<file path="config.mk">
export PLATFORM = sky130hd
export DESIGN_NAME = px_mode_router
export DESIGN_NICKNAME = d
export VERILOG_FILES = /design/src/rtl/px_mode_router.sv
export SDC_FILE = /design/constraint.sdc
export NUM_CORES = 1
export LEC_CHECK = 0
export ABC_CLOCK_PERIOD_IN_PS = 10080
export CAP_MARGIN = 30
export CORE_ASPECT_RATIO = 0.5
export CORE_MARGIN = 2
export CORE_UTILIZATION = 53
export CTS_CLUSTER_SIZE = 16
export DETAILED_ROUTE_END_ITERATION = 16
export GPL_TIMING_DRIVEN = 0
export PLACE_DENSITY_LB_ADDON = 0.25
export REMOVE_ABC_BUFFERS = 1
export SLEW_MARGIN = 25
export SYNTH_ARGS = -nofsm -noshare
export SYNTH_HDL_FRONTEND = slang
export SYNTH_SLANG_ARGS = --single-unit
</file>
<file path="constraint.sdc">
create_clock -name clk_i -period 10.08 [get_ports clk_i]
set_clock_uncertainty 0.2 [all_clocks]
set_input_delay 2.016 -clock clk_i [delete_from_list [all_inputs] [get_ports clk_i]]
set_output_delay 2.016 -clock clk_i [all_outputs]
set_load 0.005 [all_outputs]
</file>
<file path="src/rtl/px_mode_router.sv">
// Per-frame pixel router: grey/channel-0 to an external Sobel engine, grey out, or raw passthrough.
// Optional build macro PX_MODE_ROUTER_THRESHOLD_EN adds threshold_i and binarises the mode-10 grey output.
module px_mode_router #(
   parameter int PX_W     = 8,
   parameter int FRAME_PX = 64
) (
   input  logic              clk_i,
   input  logic              nreset_i,
   input  logic [1:0]        mode_i,
   input  logic              frame_start_i,
   input  logic              px_rdy_i,
   input  logic [3*PX_W-1:0] in_pixel_i,
`ifdef PX_MODE_ROUTER_THRESHOLD_EN
   input  logic [PX_W-1:0]   threshold_i,
`endif
   output logic [PX_W-1:0]   sobel_px_o,
   output logic              sobel_rdy_o,
   input  logic [PX_W-1:0]   sobel_px_i,
   input  logic              sobel_rdy_i,
   output logic [3*PX_W-1:0] out_pixel_o,
   output logic              px_rdy_o,
   output logic              frame_done_o,
   output logic [1:0]        mode_o
);

   localparam int CNT_W = $clog2(FRAME_PX);

   logic [1:0]        mode_q;
   logic [1:0]        eff_mode;
   logic              s1_valid;
   logic [3*PX_W-1:0] s1_px;
   logic [1:0]        s1_mode;
   logic [PX_W+1:0]   gray_sum;
   logic [PX_W-1:0]   gray;
   logic [PX_W-1:0]   gray_level;
   logic [CNT_W-1:0]  px_cnt;
   logic              last_px;

   assign eff_mode = frame_start_i ? mode_i : mode_q;
   assign mode_o   = mode_q;
   assign last_px  = (px_cnt == CNT_W'(FRAME_PX - 1));

   // R + 2G + B never overflows PX_W+2 bits
   assign gray_sum = {2'b00, s1_px[3*PX_W-1:2*PX_W]}
                   + {1'b0, s1_px[2*PX_W-1:PX_W], 1'b0}
                   + {2'b00, s1_px[PX_W-1:0]};
   assign gray     = PX_W'(gray_sum >> 2);

`ifdef PX_MODE_ROUTER_THRESHOLD_EN
   always_comb begin
      gray_level = gray;
      if (threshold_i != '0)
         gray_level = (gray >= threshold_i) ? '1 : '0;
   end
`else
   assign gray_level = gray;
`endif

   // Sobel request path is driven straight from stage 1 under the pixel's own captured mode
   assign sobel_rdy_o = s1_valid && !s1_mode[1];
   assign sobel_px_o  = s1_mode[1] ? '0 : (s1_mode[0] ? s1_px[PX_W-1:0] : gray);

   always_ff @(posedge clk_i or negedge nreset_i) begin
      if (!nreset_i) begin
         mode_q       <= 2'b00;
         s1_valid     <= 1'b0;
         s1_px        <= '0;
         s1_mode      <= 2'b00;
         out_pixel_o  <= '0;
         px_rdy_o     <= 1'b0;
         frame_done_o <= 1'b0;
         px_cnt       <= '0;
      end else begin
         px_rdy_o     <= 1'b0;
         frame_done_o <= 1'b0;
         s1_valid     <= px_rdy_i;

         if (frame_start_i)
            mode_q <= mode_i;

         if (px_rdy_i) begin
            s1_px   <= in_pixel_i;
            s1_mode <= eff_mode;
         end

         // A mode-1x pixel in stage 1 implies mode_q is 1x now, so the two loads never collide
         if (s1_valid && s1_mode[1]) begin
            out_pixel_o <= s1_mode[0] ? s1_px : {{(2*PX_W){1'b0}}, gray_level};
            px_rdy_o    <= 1'b1;
         end else if (sobel_rdy_i && !mode_q[1]) begin
            out_pixel_o <= {{(2*PX_W){1'b0}}, sobel_px_i};
            px_rdy_o    <= 1'b1;
         end

         if (frame_start_i) begin
            px_cnt <= px_rdy_i ? CNT_W'(1) : '0;
         end else if (px_rdy_i) begin
            if (last_px) begin
               px_cnt       <= '0;
               frame_done_o <= 1'b1;
            end else begin
               px_cnt <= px_cnt + CNT_W'(1);
            end
         end
      end
   end

endmodule

</file>
==> impl_summary.log <==
[metrics] result of the run: complete, no violations
[metrics] worst reg2reg path depth: 9
[metrics] summed negative setup slack over all endpoints: 0 ps
[metrics] dominant cell type by area after synthesis: dfrtp_1
[metrics] share of the cycle needed by the critical path after routing: 0.560
[metrics] total power density per cell area: between 200 and 250 nW/µm²
[metrics] Clk pin slew, worst setup/hold paths: approximately 50 ps
[metrics] number of antenna violations at the first check in global routing: 0
[metrics] floorplan die width: about 110 µm
[metrics] primary flip-flop cell chosen by synthesis mapping: dfrtp_1
[metrics] count of state elements after synthesis: 61
[metrics] global-route wire length before repair: roughly 11000 µm
[metrics] clock insertion delay at the later pin of the skew report: between 300 and 400 ps
[metrics] area overhead of the layout relative to synthesis: 37.4%
[metrics] count of port buffers added during placement: 75
[metrics] number of routed nets with antenna violations: 0
[metrics] hold path startpoint: s1_px[8]
[metrics] antenna diode count: 0
[metrics] Worst-Margin Slew: between 700 and 800 ps
[metrics] clock network fraction of design power: 0.355
[metrics] clock tree sinks: 61
[metrics] number of global-route vias before repair: roughly 2300
[metrics] detailed-placement wirelength estimate: between 4000 and 5000 µm
[metrics] DR vias: around 2300
[metrics] number of max-capacitance violations reported: 0
[metrics] share of layout cells above drive strength 1: 0.168
[metrics] maximum number of pins on one net before global-route repair: 51
[metrics] Hold Fails Final Rpt: 0
[metrics] initial standard-cell utilization of the core: 0.553
[metrics] Filler cells: 376
[metrics] Avg Cell Area, Syn: 11.9 µm²
[metrics] end of the worst register-to-register path: out_pixel_o[7]
[metrics] Int Pwr: approximately 0.64 mW
[metrics] NetSw: approximately 0.25 mW
[metrics] hold buffers post-CTS: 0
[metrics] I/O pins: 76
[metrics] relative contribution of combinational cells to total power: 0.300
[metrics] nature of the critical path startpoint: flop
[metrics] unrepaired setup endpoints after global routing: false
[metrics] cell leakage power: 1.83 nW
[metrics] Flop pwr share: 0.345
[metrics] net switching share of the total power: 0.278
[metrics] Pwr Total: ~0.88 mW
[metrics] Root Buffer Master: clkbuf_16
[metrics] max-slew violation total from the final report: 0
[metrics] most common cell after layout, fill and taps aside: clkdlybuf4s50_1
[metrics] total die area: between 6000 and 7000 µm²
[metrics] part of the Yosys area used for sequential elements: 0.503
[metrics] summed instance area of the synthesized netlist: a little over 3000 µm²
[metrics] path class of the lowest-slack min-delay path: reg -> reg
[metrics] Max Root-Sink Buffers: 2
[metrics] cell count after synthesis: ~250
[metrics] total of cells resized after clock tree synthesis: 0
[metrics] depth of the CTS H-tree: 3
[metrics] critical path endpoint category: primary output
[metrics] number of design rule violations left after detail routing: 0
[metrics] drt total wl: ~6800 µm
[metrics] overall fraction of global-route tracks in use: 0.233
[metrics] Post-CTS Setup Repair Bufs: 0
[metrics] achievable frequency: 177 MHz
[metrics] Layout Nets: around 380
[metrics] height of the chip: roughly 58 µm
[metrics] start of the worst register-to-register path: s1_px[1]
[metrics] clock tree from TritonCTS: yes
[metrics] total overflow reported by the global router: 0
[metrics] number of buffers inserted during clock tree synthesis: 9
[metrics] start-to-end type of the worst setup path: reg -> out
[metrics] Data required, critical path: roughly 7900 ps
[metrics] detailed router's first-iteration violation count: roughly 140
[metrics] worst hold path depth: 1
[metrics] Avg WL per Cell: between 15 and 20 µm
[metrics] data arrival at the endpoint of the critical path: between 3000 and 4000 ps
[metrics] number of synthesized flops with an enable pin: 0
[metrics] endpoint of the worst hold path: out_pixel_o[8]
[metrics] largest cells by area after synthesis: dfrtp_1, mux2_2, fa_1, a22o_1, ha_1
[metrics] Cell variety after synth: 48
[metrics] maximum fanout count along the critical path: 4
[metrics] share of async-settable or async-resettable flops after synthesis: 1.00
[metrics] total setup violations reported at the end of the flow: 0
[metrics] post-synth top area share: 0.503
[metrics] worst-case register-to-register setup slack: 7200 ps
[metrics] Final Critical Period: between 5000 and 6000 ps
[metrics] Routability Congestion: around 0.77
[metrics] Max transition margin: 0.478
[metrics] top library cells by usage in the layout, fill and taps aside: clkdlybuf4s50_1, dfrtp_1, mux2_2, nand2_1, a22o_1
[metrics] Yosys warning total: 0
[metrics] area of the placeable core: 5490 µm²
[metrics] number of optimization iterations in the first detailed-route pass: 4
[metrics] IR Drop Worst-Case VDD: about 110 µV
[metrics] standard-cell row count: 19
[metrics] Via density: about 5.6
-- kinds of logic (layout without fill, tap and decap cells) --
family / after synthesis / in the layout / synth area share
flops: 61 / 61 / 0.503
simple gates: 59 / 59 / 0.0940
compound gates: 56 / 56 / 0.144
mux: 36 / 36 / 0.131
buf+inv: 22 / 101 / 0.0305
fa+ha+maj: 16 / 16 / 0.0858
xor+xnor: 4 / 4 / 0.0115
-- power groups by stage --
stage / logic, mW / clock network [mW] / registers (mW)
after CTS: 0.267 / 0.317 / 0.305
after global routing: 0.288 / 0.330 / 0.310
after floorplan: 0.143 / 0 / 0.305
after detailed placement: 0.262 / 0 / 0.308
after global placement: 0.253 / 0 / 0.306
final: 0.265 / 0.314 / 0.305
-- metal layers --
metal,part of all wire,GRT usage,vias to the layer above
met4,0.0090,0.0786,0
li1,-,-,1072
met1,0.44,0.303,1130
met5,0,0,-
met3,0.047,0.0553,7
met2,0.50,0.395,60
-- flip-flops by register name, indices dropped and copies added, names as in the netlist --
register,cells
s1_px,24
mode_o,2
s1_valid,1
px_rdy_o,1
s1_mode,2
frame_done_o,1
px_cnt,6
out_pixel_o,24
-- cell type report --
class,instances,area (µm²),share of cell area
clock inverters,3,42.5,0.0102
well taps,73,91.3,0.0219
flip-flops and latches,61,1530,0.366
inverters,8,30.0,0.00720
clock buffers,13,270,0.0648
multi-input cells,171,1420,0.340
repair buffers,77,791,0.190
-- worst max-delay path, cell delays in order (launching register included) --
cell	delay (ps)
dfrtp_1	350
inv_1	70
fa_1	520
and3b_1	230
fa_1	460
a211oi_2	240
o21bai_1	130
a21oi_2	240
nor4_1	80
a311o_1	350
clkdlybuf4s50_1	450
-- stage by stage --
stage / instances / area, µm² / setup slack (ps) / utilization / hold slack, ps
2_1_floorplan: 240 / 2970 / 5420 / - / 252
3_3_place_gp: 388 / 3810 / 4830 / 0.694 / 276
3_5_place_dp: 390 / 3860 / 4790 / 0.702 / 278
4_1_cts: 406 / 4170 / 4440 / 0.759 / 289
5_1_grt: 406 / 4170 / 4330 / 0.759 / 311
6_report: 406 / 4170 / 4440 / 0.759 / 289
-- cells in the mapped netlist (5+ instances only) --
library cell,number
dfrtp_1,61
mux2_2,29
nand2_1,18
a22o_1,16
nor2_1,16
o21ai_0,12
buf_2,8
fa_1,8
ha_1,8
inv_1,8
mux2i_1,7
a21oi_1,5
clkbuf_1,5
nor3_1,5
-- how the worst max path moves through the flow --
stage / from / to / cells after the start
2_1_floorplan: s1_px[1] / sobel_px_o[5] / 9
3_3_place_gp: s1_px[1] / sobel_px_o[5] / 10
3_5_place_dp: s1_px[1] / sobel_px_o[5] / 10
4_1_cts: s1_px[1] / sobel_px_o[5] / 10
5_1_grt: s1_px[1] / sobel_px_o[5] / 10
6_report: s1_px[1] / sobel_px_o[5] / 10
Power figures use the tool's default switching activity.
